===== src/rtl/pipelined_prefix_addsub_pkg.sv =====
// addsub_pkg: shared types and helpers for the pipelined prefix adder/subtractor.
//   kpg_t       - 2-bit kill/propagate/generate carry encoding
//   KPG_K/P/G   - encodings for kill (00), propagate (01), generate (11)
//   kpg_combine - prefix operator (hi o lo): hi unless hi propagates, then lo
package addsub_pkg;

   typedef logic [1:0] kpg_t;

   localparam kpg_t KPG_K = 2'b00;
   localparam kpg_t KPG_P = 2'b01;
   localparam kpg_t KPG_G = 2'b11;

   function automatic kpg_t kpg_combine(input kpg_t hi, input kpg_t lo);
      return (hi != KPG_P) ? hi : lo;
   endfunction

endpackage


===== src/rtl/pipelined_prefix_addsub_prefix_level.sv =====
// prefix_level: one combinational Kogge-Stone level over WIDTH+1 KPG positions.
//   WIDTH - operand width (positions 0..WIDTH, position 0 is the carry-in)
//   DIST  - combine distance for this level
//   kin   - KPG vector from the previous stage register
//   kout  - KPG vector after combining position i with position i-DIST
module prefix_level
   import addsub_pkg::*;
#(
   parameter int WIDTH = 16,
   parameter int DIST  = 1
) (
   input  kpg_t [WIDTH:0] kin,
   output kpg_t [WIDTH:0] kout
);

   for (genvar i = 0; i <= WIDTH; i++) begin : g_pos
      if (i >= DIST) begin : g_comb
         assign kout[i] = kpg_combine(kin[i], kin[i-DIST]);
      end else begin : g_pass
         assign kout[i] = kin[i];
      end
   end

endmodule


===== src/rtl/pipelined_prefix_addsub.sv =====
// pipelined_prefix_addsub: pipelined Kogge-Stone adder/subtractor, KPG carry encoding.
//   clk, rst             - clock, synchronous active-high reset
//   in_valid/in_ready    - operand handshake (in_ready = ~out_valid | out_ready)
//   a, b, cin, sub       - operands; sub=1 computes a-b and ignores cin
//   out_valid/out_ready  - result handshake; results held while stalled
//   sum, cout, ovf, zero - result mod 2^WIDTH, carry out, signed overflow, sum==0
// Latency LEVELS+2 cycles: input register, one register per prefix level, output register.
module pipelined_prefix_addsub
   import addsub_pkg::*;
#(
   parameter int WIDTH  = 16,
   parameter int LEVELS = $clog2(WIDTH)
) (
   input  logic             clk,
   input  logic             rst,
   input  logic             in_valid,
   output logic             in_ready,
   input  logic [WIDTH-1:0] a,
   input  logic [WIDTH-1:0] b,
   input  logic             cin,
   input  logic             sub,
   output logic             out_valid,
   input  logic             out_ready,
   output logic [WIDTH-1:0] sum,
   output logic             cout,
   output logic             ovf,
   output logic             zero
);

   localparam int STAGES = LEVELS + 2;

   logic              en;
   logic [STAGES-1:0] vld_pipe;

   // Whole pipe moves as one; a stalled output freezes every stage.
   assign en        = ~out_valid | out_ready;
   assign in_ready  = en;
   assign out_valid = vld_pipe[STAGES-1];

   // Stage 0 inputs: position 0 holds the carry-in, position i+1 holds bit i.
   logic [WIDTH-1:0] b_eff;
   logic             c0;
   kpg_t [WIDTH:0]   kpg_in;

   always_comb begin
      b_eff     = sub ? ~b : b;
      c0        = sub ? 1'b1 : cin;
      kpg_in    = '0;
      kpg_in[0] = c0 ? KPG_G : KPG_K;
      for (int i = 0; i < WIDTH; i++) begin
         kpg_in[i+1] = {a[i] & b_eff[i], a[i] | b_eff[i]};
      end
   end

   kpg_t [WIDTH:0]   kpg_q  [0:LEVELS];
   kpg_t [WIDTH:0]   kpg_d  [1:LEVELS];
   logic [WIDTH-1:0] pxor_q [0:LEVELS];

   for (genvar j = 1; j <= LEVELS; j++) begin : g_lvl
      prefix_level #(
         .WIDTH (WIDTH),
         .DIST  (1 << (j-1))
      ) u_lvl (
         .kin  (kpg_q[j-1]),
         .kout (kpg_d[j])
      );
   end

   // After LEVELS levels the top position spans back only to position 1, so a
   // surviving propagate there (all bits propagating) is resolved against the
   // carry-in at position 0. Every other position already reaches position 0.
   logic [WIDTH:0]   carry;
   logic [WIDTH-1:0] sum_d;

   always_comb begin
      carry = '0;
      for (int i = 0; i <= WIDTH; i++) begin
         carry[i] = (kpg_q[LEVELS][i] == KPG_P) ? (kpg_q[LEVELS][0] == KPG_G)
                                                : (kpg_q[LEVELS][i] == KPG_G);
      end
      sum_d = pxor_q[LEVELS] ^ carry[WIDTH-1:0];
   end

   // Valid bits and visible outputs: cleared by reset.
   always_ff @(posedge clk) begin
      if (rst) begin
         vld_pipe <= '0;
         sum      <= '0;
         cout     <= 1'b0;
         ovf      <= 1'b0;
         zero     <= 1'b0;
      end else if (en) begin
         vld_pipe <= {vld_pipe[STAGES-2:0], in_valid};
         sum      <= sum_d;
         cout     <= carry[WIDTH];
         ovf      <= carry[WIDTH] ^ carry[WIDTH-1];
         zero     <= ~|sum_d;
      end
   end

   // Internal datapath registers: no reset needed, qualified by vld_pipe.
   always_ff @(posedge clk) begin
      if (en) begin
         kpg_q[0]  <= kpg_in;
         pxor_q[0] <= a ^ b_eff;
         for (int j = 1; j <= LEVELS; j++) begin
            kpg_q[j]  <= kpg_d[j];
            pxor_q[j] <= pxor_q[j-1];
         end
      end
   end

endmodule


===== config.mk =====
export PLATFORM = sky130hd
export DESIGN_NAME = pipelined_prefix_addsub
export DESIGN_NICKNAME = d
export VERILOG_FILES = /design/src/rtl/pipelined_prefix_addsub_pkg.sv /design/src/rtl/pipelined_prefix_addsub_prefix_level.sv /design/src/rtl/pipelined_prefix_addsub.sv
export SDC_FILE = /design/constraint.sdc
export NUM_CORES = 1
export LEC_CHECK = 0
export BUFFER_PORTS_ARGS = -buffer_cell sky130_fd_sc_hd__buf_4
export CORE_ASPECT_RATIO = 1.1
export CORE_MARGIN = 2
export CORE_UTILIZATION = 35
export CTS_CLUSTER_DIAMETER = 150
export DETAILED_ROUTE_END_ITERATION = 16
export SLEW_MARGIN = 10
export SYNTH_ARGS = -nofsm -noshare
export SYNTH_HDL_FRONTEND = slang
export SYNTH_SLANG_ARGS = --single-unit

===== constraint.sdc =====
create_clock -name clk -period 12.9 [get_ports clk]
set_input_delay 2.58 -clock clk [delete_from_list [all_inputs] [get_ports clk]]
set_output_delay 2.58 -clock clk [all_outputs]
set_load 0.01 [all_outputs]

After elaboration in Yosys (flattened, before gate mapping)
Memory sizes are Yosys's and may differ from the RTL's.
Index checks and enable logic that the tools add are counted.
Widths: inputs -> output; s select.
{ "classes": {"bitwise": 38, "n_mux": 74, "eq_ne": 86, "reduce_logical": 2} }
{ "ops": {"columns": ["operator", "n"], "rows": [
  ["$mux 2", 54],
  ["$ne 2x1->1 const B", 53],
  ["$eq 2x2->1 const B", 17],
  ["$eq 2x1->1 const B", 16],
  ["$xor 16x16->16", 2],
  ["$mux 1", 19],
  ["$or 1x1->1", 17],
  ["$and 1x1->1", 16],
  ["$mux 16", 1],
  ["$not 16->16", 1],
  ["$reduce_or 16->1", 1],
  ["$logic_not 1->1", 1],
  ["$not 1->1", 1],
  ["$xor 1x1->1", 1]
]} }
{ "totals": {"n_memories": 2, "word_cells": 207, "reg_bits": 25, "mem_bits_rw": 250, "inputBits": 38} }
{ "memory_table": {"columns": ["name", "words", "width", "read_ports", "rd_ports_with_merged_regs", "write_ports", "line_no", "source"], "rows": [
  ["kpg_q", 5, 34, 5, 0, 5, "pipelined_prefix_addsub.sv:55", "kpg_t [WIDTH:0] kpg_q [0:LEVELS];"],
  ["pxor_q", 5, 16, 5, 0, 5, "pipelined_prefix_addsub.sv:57", "logic [WIDTH-1:0] pxor_q [0:LEVELS];"]
]} }

Depth between registers and ports, before layout
Gate-level depths: netlist (run 1).
{ "logic_depth": {"word_depth": 5, "ltp_mapped": 7, "depth_no_buf": 5} }

Modules after synthesis
A second synthesis (run 1) with hierarchy kept.
{ "hier_totals": {"cells_unflattened": 687, "hier_area_um2": 10775.3} }
{ "by_module_without_submodules": {"columns": ["module", "cells_per_inst", "area_each_um2", "n_inst", "seq_area_each_um2"], "rows": [
  ["pipelined_prefix_addsub", 551, 9753.1, 1, 7977.7],
  ["prefix_level at g_lvl[1].u_lvl ...", 34, 255.2, 3, 0.0],
  ["prefix_level at g_lvl[4].u_lvl", 34, 256.5, 1, 0.0]
]} }

Least setup slack after synthesis (run 1)
Ideal clock, no wire load.
{ "synth_timing": {"path_type": "input port to output port", "startpoint": "input port out_ready", "endpoint": "output port in_ready", "required_time_ps": 10320, "arrival_ps": 10027, "stages": 5, "path_slack_ps": 293, "cell_sequence": "nor2b_1 -> buf_2 -> inv_1 -> clkbuf_1 -> clkbuf_1"} }
{ "synth_via": {"elab_chain_len": 1} }
{ "synth_rtl": {"columns": ["item", "line_no", "source"], "rows": [
  ["start, declared", "pipelined_prefix_addsub.sv:23", "input logic out_ready,"],
  ["$or 1x1->1", "pipelined_prefix_addsub.sv:36", "assign en = ~out_valid | out_ready;"],
  ["end, declared", "pipelined_prefix_addsub.sv:17", "output logic in_ready,"]
]} }
No other way between the ends.

Final worst setup path (run 1)
Same ends and word-level chain as after synthesis.

==> results of run 1 <==
[layer usage]
layer | vias up | global-route usage [%]
met2 | 78 | 17.3
met1 | 2259 | 13.2
met5 | - | 0
met4 | 0 | 3.00
met3 | 27 | 2.08
li1 | 2333 | -
[layout make-up]
type | instances | area (µm²) | share of cell area, %
tap | 368 | 460 | 3.93
timing repair buffer | 61 | 458 | 3.91
clock buffer | 32 | 694 | 5.93
clock inverter | 15 | 125 | 1.07
inverter | 49 | 191 | 1.63
sequential | 270 | 7860 | 67.1
multi-input combinational | 254 | 1920 | 16.4
[sequential cells by signal (all words and copies together), names as in the netlist]
signal and cells:
pxor_q 80, kpg_q 165, cout 1, ovf 1, sum 16, vld_pipe 6
zero 1
[layout by cell type, fill, tap and decap left out, types with 4 or more instances in the layout]
| cell type | n |
|---|---|
| clkbuf_16 | 27 |
| o21a_1 | 54 |
| nor2_1 | 21 |
| dfxtp_1 | 25 |
| a211oi_1 | 16 |
| a21oi_1 | 8 |
| buf_4 | 61 |
| o21ai_1 | 8 |
| edfxtp_1 | 245 |
| xor2_1 | 32 |
| clkbuf_1 | 5 |
| clkinv_2 | 5 |
| o21ai_0 | 5 |
| nand4_1 | 4 |
| clkinv_1 | 6 |
| nand2_1 | 12 |
| inv_1 | 48 |
| ha_1 | 32 |
| a21o_1 | 53 |
[through the flow]
step | instance area, µm² | setup slack, ns | power, mW | util [%]
after floorplan | 10000 | 0.293 | 1.27 | -
after global placement | 10900 | 6.17 | 1.35 | 38.3
after detailed placement | 10900 | 6.13 | 1.35 | 38.3
after CTS | 11700 | 6.13 | 2.08 | 41.1
after global routing | 11700 | 6.01 | 2.15 | 41.1
final | 11700 | 6.11 | 2.05 | 41.1
[where the power goes]
group,leakage (nW),internal (mW),switching (mW)
registers,2.77,1.11,0.0715
logic,1.50,0.0786,0.0665
clock network,0.405,0.422,0.300
[final timing paths]
| path | to | slack [ns] | cells past startpoint |
|---|---|---|---|
| max | in_ready | 6.11 | 4 |
| min | pxor_q[0][77] | 0.41 | 0 |
| max reg2reg | kpg_q[0][127] | 9.82 | 4 |
| min reg2reg | pxor_q[0][77] | 0.41 | 0 |
[cells by family (layout without fill, tap and decap cells)]
family	Yosys count	in the layout	synth area share [%]
AO/OA/AOI/OAI	147	147	10.5
XOR/XNOR	32	32	2.79
adder cells (fa/ha/maj)	32	32	3.99
buffers and inverters	61	157	2.50
flip-flops	270	270	78.3
multiplexers	1	1	0.0998
AND/OR/NAND/NOR	42	42	1.78
==> impl_results.md, run 1 <==
- CTS root buf: clkbuf_16
- Initial Utilization: between 30% and 40%
- CP Cell Sequence: buf_4 -> nor2b_1 -> inv_8 -> buf_4
- Cell mode on critical path: buf_4
- Number of synthesized flops with an enable pin: 245
- DR WL/cell: approximately 14 µm
- Ant. Diodes: 0
- Cts repair resizes: 0
- Hold WC Path Type: reg2reg
- Largest net degree at the start of global routing: approximately 90
- H-tree levels: 1
- First-pass GRT wire length: ~24000 µm
- Synth unique cells: 25
- GP Congestion: between 0.7 and 0.8
- Warnings, synthesis: 0
- Die area: about 30000 µm²
- Crit Path Max Fanout: 90
- CP endpoint kind: output port
- Setup repair after global routing missed its margin: no
- Top cells by count, synth: edfxtp_1, o21a_1, a21o_1
- Crit path from: out_ready
- Wire length on met1: approximately 6700 µm
- Yosys reg bits: 270
- Worst setup SP type: primary input
- CP Class: in2out
- # hold bufs at CTS: 0
- Synth top area cells: edfxtp_1, dfxtp_1, o21a_1, ha_1, a21o_1
- Outcome: finished, final reports clean
- Area Growth Syn to Fin: 16.7%
- Setup TNS Final: 0 ns
- Placed cells: roughly 1000
- Post-DP HPWL: 10000 µm
- GRT overflow: 0
- PwrDens: approximately 180 nW/µm²
- Avg Inst Size Synth: 17.1 µm²
- Gr usage total: approximately 10%
- Core ar.: 28500 µm²
- CTS Sinks: 270
- Yosys top cell area share: between 70% and 80%
- Gate count of the mapped netlist: a little under 600
- FILL cells: 2608
- CTS Buffer Depth: 3
- Antenna-violating nets left: 0
- Final worst path period share: a little over half
- Slowest stage delay, CP: approximately 0.74 ns
- Most common cell in the netlist: edfxtp_1
- Worst path arrival time: 4.21 ns
- Worst path bufs/invs: 3
- Slowest CP cell: nor2b_1
- Initial antenna violation count: 0
- Clk_lat worst skew: between 0.5 and 0.6 ns
- CTS tree: yes
- Yosys top cell by area: edfxtp_1
- Syn nets: 655
- Final clock skew: 0.0100 ns
- Final hold slack: about 0.41 ns
- Boundary Pins: 59
- Relative slew slack: 34.8%
- DRT Wirelength: 15000 µm
- Clock slew at reported path FFs: approximately 0.060 ns
- # DRC: 0
- Via count: 4697
- Met3 WL post-DR: 710 µm
- Setup repair bufs after CTS: 0
- DR iter-0 viols: roughly 340
- Final setup violation count: 0
- Reg2reg start: vld_pipe[5]
- Final Critical Period: approximately 6.8 ns
- VDD IR max: 79.2 µV
- Chip Height: about 180 µm
- Fmax: between 100 and 150 MHz
- Top FF cell, synth: edfxtp_1
- Leak: between 4 and 5 nW
- Layout Cells excl Fill: 1049
- Vias in the first global route: roughly 4700
- CP delay by family, top: buffers and inverters
- Vias per std cell: roughly 4.5
- DR WL met2: 7320 µm
- Post-synthesis async set-or-reset flop share: 0%
- Register area share after synthesis: 78.3%
- Crit path required time: 10.32 ns
- Post-Syn Area: ~10000 µm²
- Die W: 165 µm
- Top Metal Used: met4
- Port-buffer cells: 58
- Pins Over Slew Limit: 0
- Layout cells sized above 1: 14.8%
- Nets: about 730
- Min-delay src: pxor_q[0][61]
- TritonCTS Buffers: 27
- TritonRoute pass-1 iters: 4
- Max cap viols: 0
- Slew of the pin with the lowest slew margin: roughly 1 ns
- Row cnt: 65
- Final hold violations: 0
(Power assumes the default switching activity.)
==> run 2: changes to the inputs <==
clock period = 6.5 ns   (was 12.9 ns; I/O delays follow)
==> run 2 against run 1 <==
  * Routed wire length decreased by 1.2%
  * Sequential cell count stayed put
  * Clock-buffer cell count stayed put
  * Global-route usage decreased by 0.065 points
  * Clock skew increased by 0.0017 ns
  * Critical path depth is the same
  * Cell area fell by 0.26%
  * Sequential power is 99% higher
  * Combinational power rose by 97%
  * Sequential share of layout area grew 0.17 points
  * First-iteration DRC count up 13%
  * Final cell count shrank 0.29%
  * Critical endpoint unchanged
  * Largest power group unchanged
  * Highest routed layer unchanged
==> impl_results.md, run 2 (synthesis results as in run 1) <==
- Outcome: finished, final reports clean
- Row cnt: 65
- CP delay by family, top: buffers and inverters
- Final hold violations: 0
- Top flop regs: kpg_q: 165 flops, pxor_q: 80 flops, sum: 16 flops
- H-tree levels: 1
- Leak: 4.66 nW
- Min-delay src: pxor_q[0][44]
- Fin util: between 40% and 50%
- R2R Path End: sum[1]
- Gr usage total: between 10% and 20%
- Core ar.: approximately 28000 µm²
- DR WL/cell: 14.1 µm
- Layout cells sized above 1: between 10% and 20%
- Post-DP HPWL: 9660 µm
- Final worst path period share: ~65%
- CTS Buffer Depth: 3
- Crit Path Max Fanout: between 80 and 90
- TritonRoute pass-1 iters: 4
- Max cap viols: 0
- Final Critical Period: between 4 and 5 ns
- Largest Register: kpg_q
- Area Growth Syn to Fin: 16.4%
- Setup repair bufs after CTS: 0
- Hold Path Depth: 0
- DRT Wirelength: approximately 15000 µm
- R2r setup slk: just under 4 ns
- Hold Path Sink: pxor_q[0][60]
- Antenna-violating nets left: 0
- CTS tree: yes
- Ant. Diodes: 0
- Vias per std cell: approximately 4.4
- Fmax: about 240 MHz
- Port-buffer cells: 58
- Final clock skew: approximately 0.012 ns
- Worst path bufs/invs: 3
- Crit path required time: ~5.2 ns
- Hold WC Path Type: reg2reg
- Die area: roughly 30000 µm²
- Die W: ~170 µm
- GRT overflow: 0
- Cell mode on critical path: buf_4
- Slew of the pin with the lowest slew margin: just under 1 ns
- Vias in the first global route: 4790
- PwrDens: 345 nW/µm²
- TritonCTS Buffers: 27
- Nets: approximately 730
- Clk_lat worst skew: ~0.51 ns
- Slowest stage delay, CP: between 0.7 and 0.8 ns
- Cts repair resizes: 0
- CP Class: in2out
- Worst slack at placement: approximately 2.3 ns
- Final setup violation count: 0
- Clock slew at reported path FFs: about 0.06 ns
- Worst path arrival time: approximately 2.9 ns
- First-pass GRT wire length: between 20000 and 25000 µm
- Relative slew slack: 33.9%
- Setup TNS Final: 0 ns
- Leading cell types in the layout, fill and taps excluded: edfxtp_1, buf_4, o21a_1
- Pins Over Slew Limit: 0
- Slowest CP cell: nor2b_1
- Boundary Pins: between 50 and 60
- Worst setup SP type: primary input
- CP Cell Sequence: buf_4 -> nor2b_1 -> inv_8 -> buf_4
- Initial Utilization: 35.2%
- CTS root buf: clkbuf_16
- Reg2reg start: vld_pipe[5]
- Finished layout cell area: 11700 µm²
- Most common cell after layout, fill and taps aside: edfxtp_1
- Max FFs per register: between 150 and 200
- Worst Reg-to-Reg Cells: 5
- VDD IR max: approximately 150 µV
- Initial antenna violation count: 0
- Largest net degree at the start of global routing: roughly 200
- CP endpoint kind: output port
- Fin worst setup slack: 2.29 ns
- CTS Sinks: 270
- Chip Height: around 180 µm
- Placed cell area: 10900 µm²
- # hold bufs at CTS: 0
- # DRC: 0
- Via count: 4632
- DR iter-0 viols: 382
- GP Congestion: between 0.7 and 0.8
- Setup repair after global routing missed its margin: no
[run 2: changes by cell type in the layout (fill, tap and decap cells not counted), sizes merged]
cell      previous run  this run
inv                 50        51
clkinvlp             0         1
bufinv               2         1
buf                 61        59
clkinv              12        10
[run 2: per-stage QoR]
step	power, mW	hold slack [ns]	instances
finish	4.03	0.414	1046
global route	4.22	0.421	1046
CTS	4.08	0.415	1046
detailed placement	2.68	0.405	1000
global placement	2.67	0.402	1000
floorplan	2.52	0.400	585
[run 2: final cells by class]
type | count | area, µm²
fill | 2602 | 16800
sequential | 270 | 7860
multi-input combinational | 254 | 1920
clock buffer | 32 | 694
tap | 368 | 460
timing repair buffer | 59 | 455
inverter | 49 | 191
clock inverter | 14 | 97.6
[run 2: worst max-delay path by stage]
stage / slack (ns) / startpoint / to / cells past startpoint
2_1_floorplan: 0.11 / out_ready / in_ready / 5
3_3_place_gp: 2.32 / out_ready / in_ready / 4
3_5_place_dp: 2.27 / out_ready / in_ready / 4
4_1_cts: 2.27 / out_ready / in_ready / 4
5_1_grt: 2.11 / out_ready / in_ready / 4
6_report: 2.29 / out_ready / in_ready / 4
[run 2: routing by layer]
| metal | GRT usage (%) | vias to the layer above | wire, µm |
|---|---|---|---|
| met5 | 0 | - | 0 |
| li1 | - | 2324 | - |
| met4 | 3.28 | 0 | 289 |
| met3 | 2.03 | 24 | 714 |
| met2 | 17.0 | 90 | 7140 |
| met1 | 13.2 | 2194 | 6650 |
[run 2: where the power goes]
part	internal [mW]	total [mW]	switching (mW)
clock	0.798	1.39	0.594
sequential	2.21	2.35	0.142
combinational	0.156	0.286	0.130
[run 2: worst register-to-register path, stage by stage, from the launching register on]
cell	delay, ns
dfxtp_1	0.32
nor2b_1	0.78
inv_8	0.42
buf_12	0.51
nor2_1	0.30
a211oi_1	0.07
==> run 3: changes to the inputs <==
clock period = 4.1 ns   (was 6.5 ns; I/O delays follow)
==> run 3 against run 2 <==
  * Sequential cell count stayed put
  * Final cell count increased by 0.57%
  * Cell area is 0.54% higher
  * Critical path depth unchanged
  * Die area is the same
  * Clock-buffer cell count grew 1
  * Register-to-register slack got worse by 1.9 ns
  * Routed wire length rose by 2.4%
  * Core utilization rose by 0.22 points
  * Worst setup slack worse by 0.70 ns
  * Critical path type is now reg2out
==> impl_results.md, run 3 (synthesis results as in run 1) <==
- Fin worst setup slack: between 1.5 and 2 ns
- Combinational share of power: roughly 6.9%
- Chip Height: around 180 µm
- Ant. Diodes: 0
- Worst path bufs/invs: 3
- Nets: between 700 and 800
- Boundary Pins: 59
- DR WL/cell: 14.4 µm
- Slew of the pin with the lowest slew margin: 0.850 ns
- Fmax: between 300 and 400 MHz
- Relative slew slack: a little over two fifths
- Via count: 4664
- Initial antenna violation count: 0
- PwrDens: approximately 550 nW/µm²
- Row cnt: 65
- First-pass GRT wire length: 24600 µm
- Max cap viols: 0
- NetSw: roughly 1.4 mW
- Final clock skew: approximately 0.013 ns
- Worst path arrival time: ~1.7 ns
- Largest net degree at the start of global routing: around 170
- Most common cell after layout, fill and taps aside: edfxtp_1
- Setup repair bufs after CTS: 0
- Outcome: finished, final reports clean
- Crit Path Max Fanout: 66
- Switching share of power: between 20% and 30%
- Layout cells sized above 1: between 10% and 20%
- GRT overflow: 0
- CP delay by family, top: buffers and inverters
- Gr usage total: about 10%
- Slowest CP cell: inv_8
- Vias per std cell: approximately 4.4
- Vias in the first global route: ~4700
- Largest Register: kpg_q
- Final Critical Period: 2.50 ns
- Pins Over Slew Limit: 0
- CTS Buffer Depth: 3
- CTS tree: yes
- Setup TNS Final: 0 ns
- Port-buffer cells: just under 60
- Final setup violation count: 0
- CTS root buf: clkbuf_16
- CP Class: reg2out
- TritonCTS Buffers: 28
- FILL cells: around 2600
- Clock slew at reported path FFs: approximately 0.06 ns
- Placed cell area: around 11000 µm²
- VDD IR max: 280 µV
- Die area: approximately 30000 µm²
- Clk_lat worst skew: approximately 0.53 ns
- Setup repair after global routing missed its margin: no
- Final worst path period share: between 60 and 70%
- DRT Wirelength: between 15000 and 20000 µm
- Worst slack at placement: approximately 1.5 ns
- CP Cell Sequence: nor2b_1 -> buf_4 -> inv_8 -> buf_4
- Hold WC Path Type: reg2reg
- Cts repair resizes: 0
- DR iter-0 viols: ~450
- Cell mode on critical path: buf_4
- TritonRoute pass-1 iters: 4
- Core ar.: between 20000 and 30000 µm²
- Finished layout cell area: 11700 µm²
- Post-DP HPWL: 10200 µm
- CTS Sinks: 270
- Internal power: ~5.1 mW
- Reg power frac: between 50% and 60%
- Die W: approximately 170 µm
- Leading cell types in the layout, fill and taps excluded: edfxtp_1, buf_4, o21a_1
- Top flop regs: kpg_q: 165 flops, pxor_q: 80 flops, sum: 16 flops
- Leak: around 4.7 nW
- GP Congestion: 0.704
- Slowest stage delay, CP: 0.32 ns
- Crit path required time: roughly 3.3 ns
- # DRC: 0
- CP endpoint kind: output port
- Initial Utilization: a little over a third
- H-tree levels: 1
- Final hold violations: 0
- Max FFs per register: roughly 170
- Clock share of power: a little over a third
- Area Growth Syn to Fin: 17.1%
- # hold bufs at CTS: 0
- Antenna-violating nets left: 0
- Worst setup SP type: flip-flop
[run 3: changes by cell type in the layout (fill, tap and decap cells not counted)]
| cell | delta |
|---|---|
| clkinv_2 | +1 |
| clkinv_4 | +1 |
| clkinvlp_4 | -1 |
| clkbuf_16 | +1 |
| inv_6 | -1 |
| buf_4 | +2 |
| clkinv_8 | +1 |
| clkinv_1 | +1 |
| clkinvlp_2 | +1 |
[run 3: power by group through the flow]
stage / Combinational (mW) / Sequential [mW] / Clock [mW]
6_report: 0.445 / 3.74 / 2.27
5_1_grt: 0.509 / 3.80 / 2.45
4_1_cts: 0.455 / 3.75 / 2.34
3_5_place_dp: 0.451 / 3.81 / 0
3_3_place_gp: 0.443 / 3.80 / 0
2_1_floorplan: 0.283 / 3.71 / 0
[run 3: layout make-up]
| type | instances | area [µm²] | share of cell area [%] |
|---|---|---|---|
| Multi-Input combinational cell | 254 | 1920 | 16.4 |
| Sequential cell | 270 | 7860 | 66.9 |
| Clock inverter | 17 | 120 | 1.02 |
| Timing Repair Buffer | 61 | 470 | 4.01 |
| Clock buffer | 33 | 719 | 6.13 |
| Tap cell | 368 | 460 | 3.92 |
| Inverter | 49 | 191 | 1.63 |
[run 3: per-layer routing]
| metal | global-route usage, % | wire length, µm | up-vias |
|---|---|---|---|
| li1 | - | - | 2329 |
| met5 | 0 | 0 | - |
| met4 | 2.97 | 283 | 0 |
| met1 | 13.5 | 6720 | 2222 |
| met3 | 2.22 | 742 | 26 |
| met2 | 17.5 | 7410 | 87 |
[run 3: path summary, 6_finish.rpt]
| kind | slack, ns | endpoint | cells past startpoint | start |
|---|---|---|---|---|
| worst max-delay path | 1.60 | in_ready | 4 | vld_pipe[5] |
| worst min-delay path | 0.41 | pxor_q[0][71] | 0 | pxor_q[0][55] |
| worst max register to register | 2.00 | pxor_q[0][4] | 4 | vld_pipe[5] |
| worst min register to register | 0.41 | pxor_q[0][71] | 0 | pxor_q[0][55] |
[run 3: through the flow]
stage               total power, mW  instances  utilization [%]  hold slack (ns)
CTS                            6.55       1052             41.2            0.417
global route                   6.76       1052             41.2            0.427
floorplan                      3.99        585                -            0.400
detailed placement             4.26       1002             38.3            0.405
global placement               4.24       1002             38.3            0.401
finish                         6.46       1052             41.2            0.414
[run 3: worst register-to-register path, delay by kind of cell, from the launching register on]
family | cells | cell delay, ns
AND/OR/NAND/NOR | 1 | 0.12
buffers and inverters | 3 | 1.17
flip-flops | 1 | 0.30
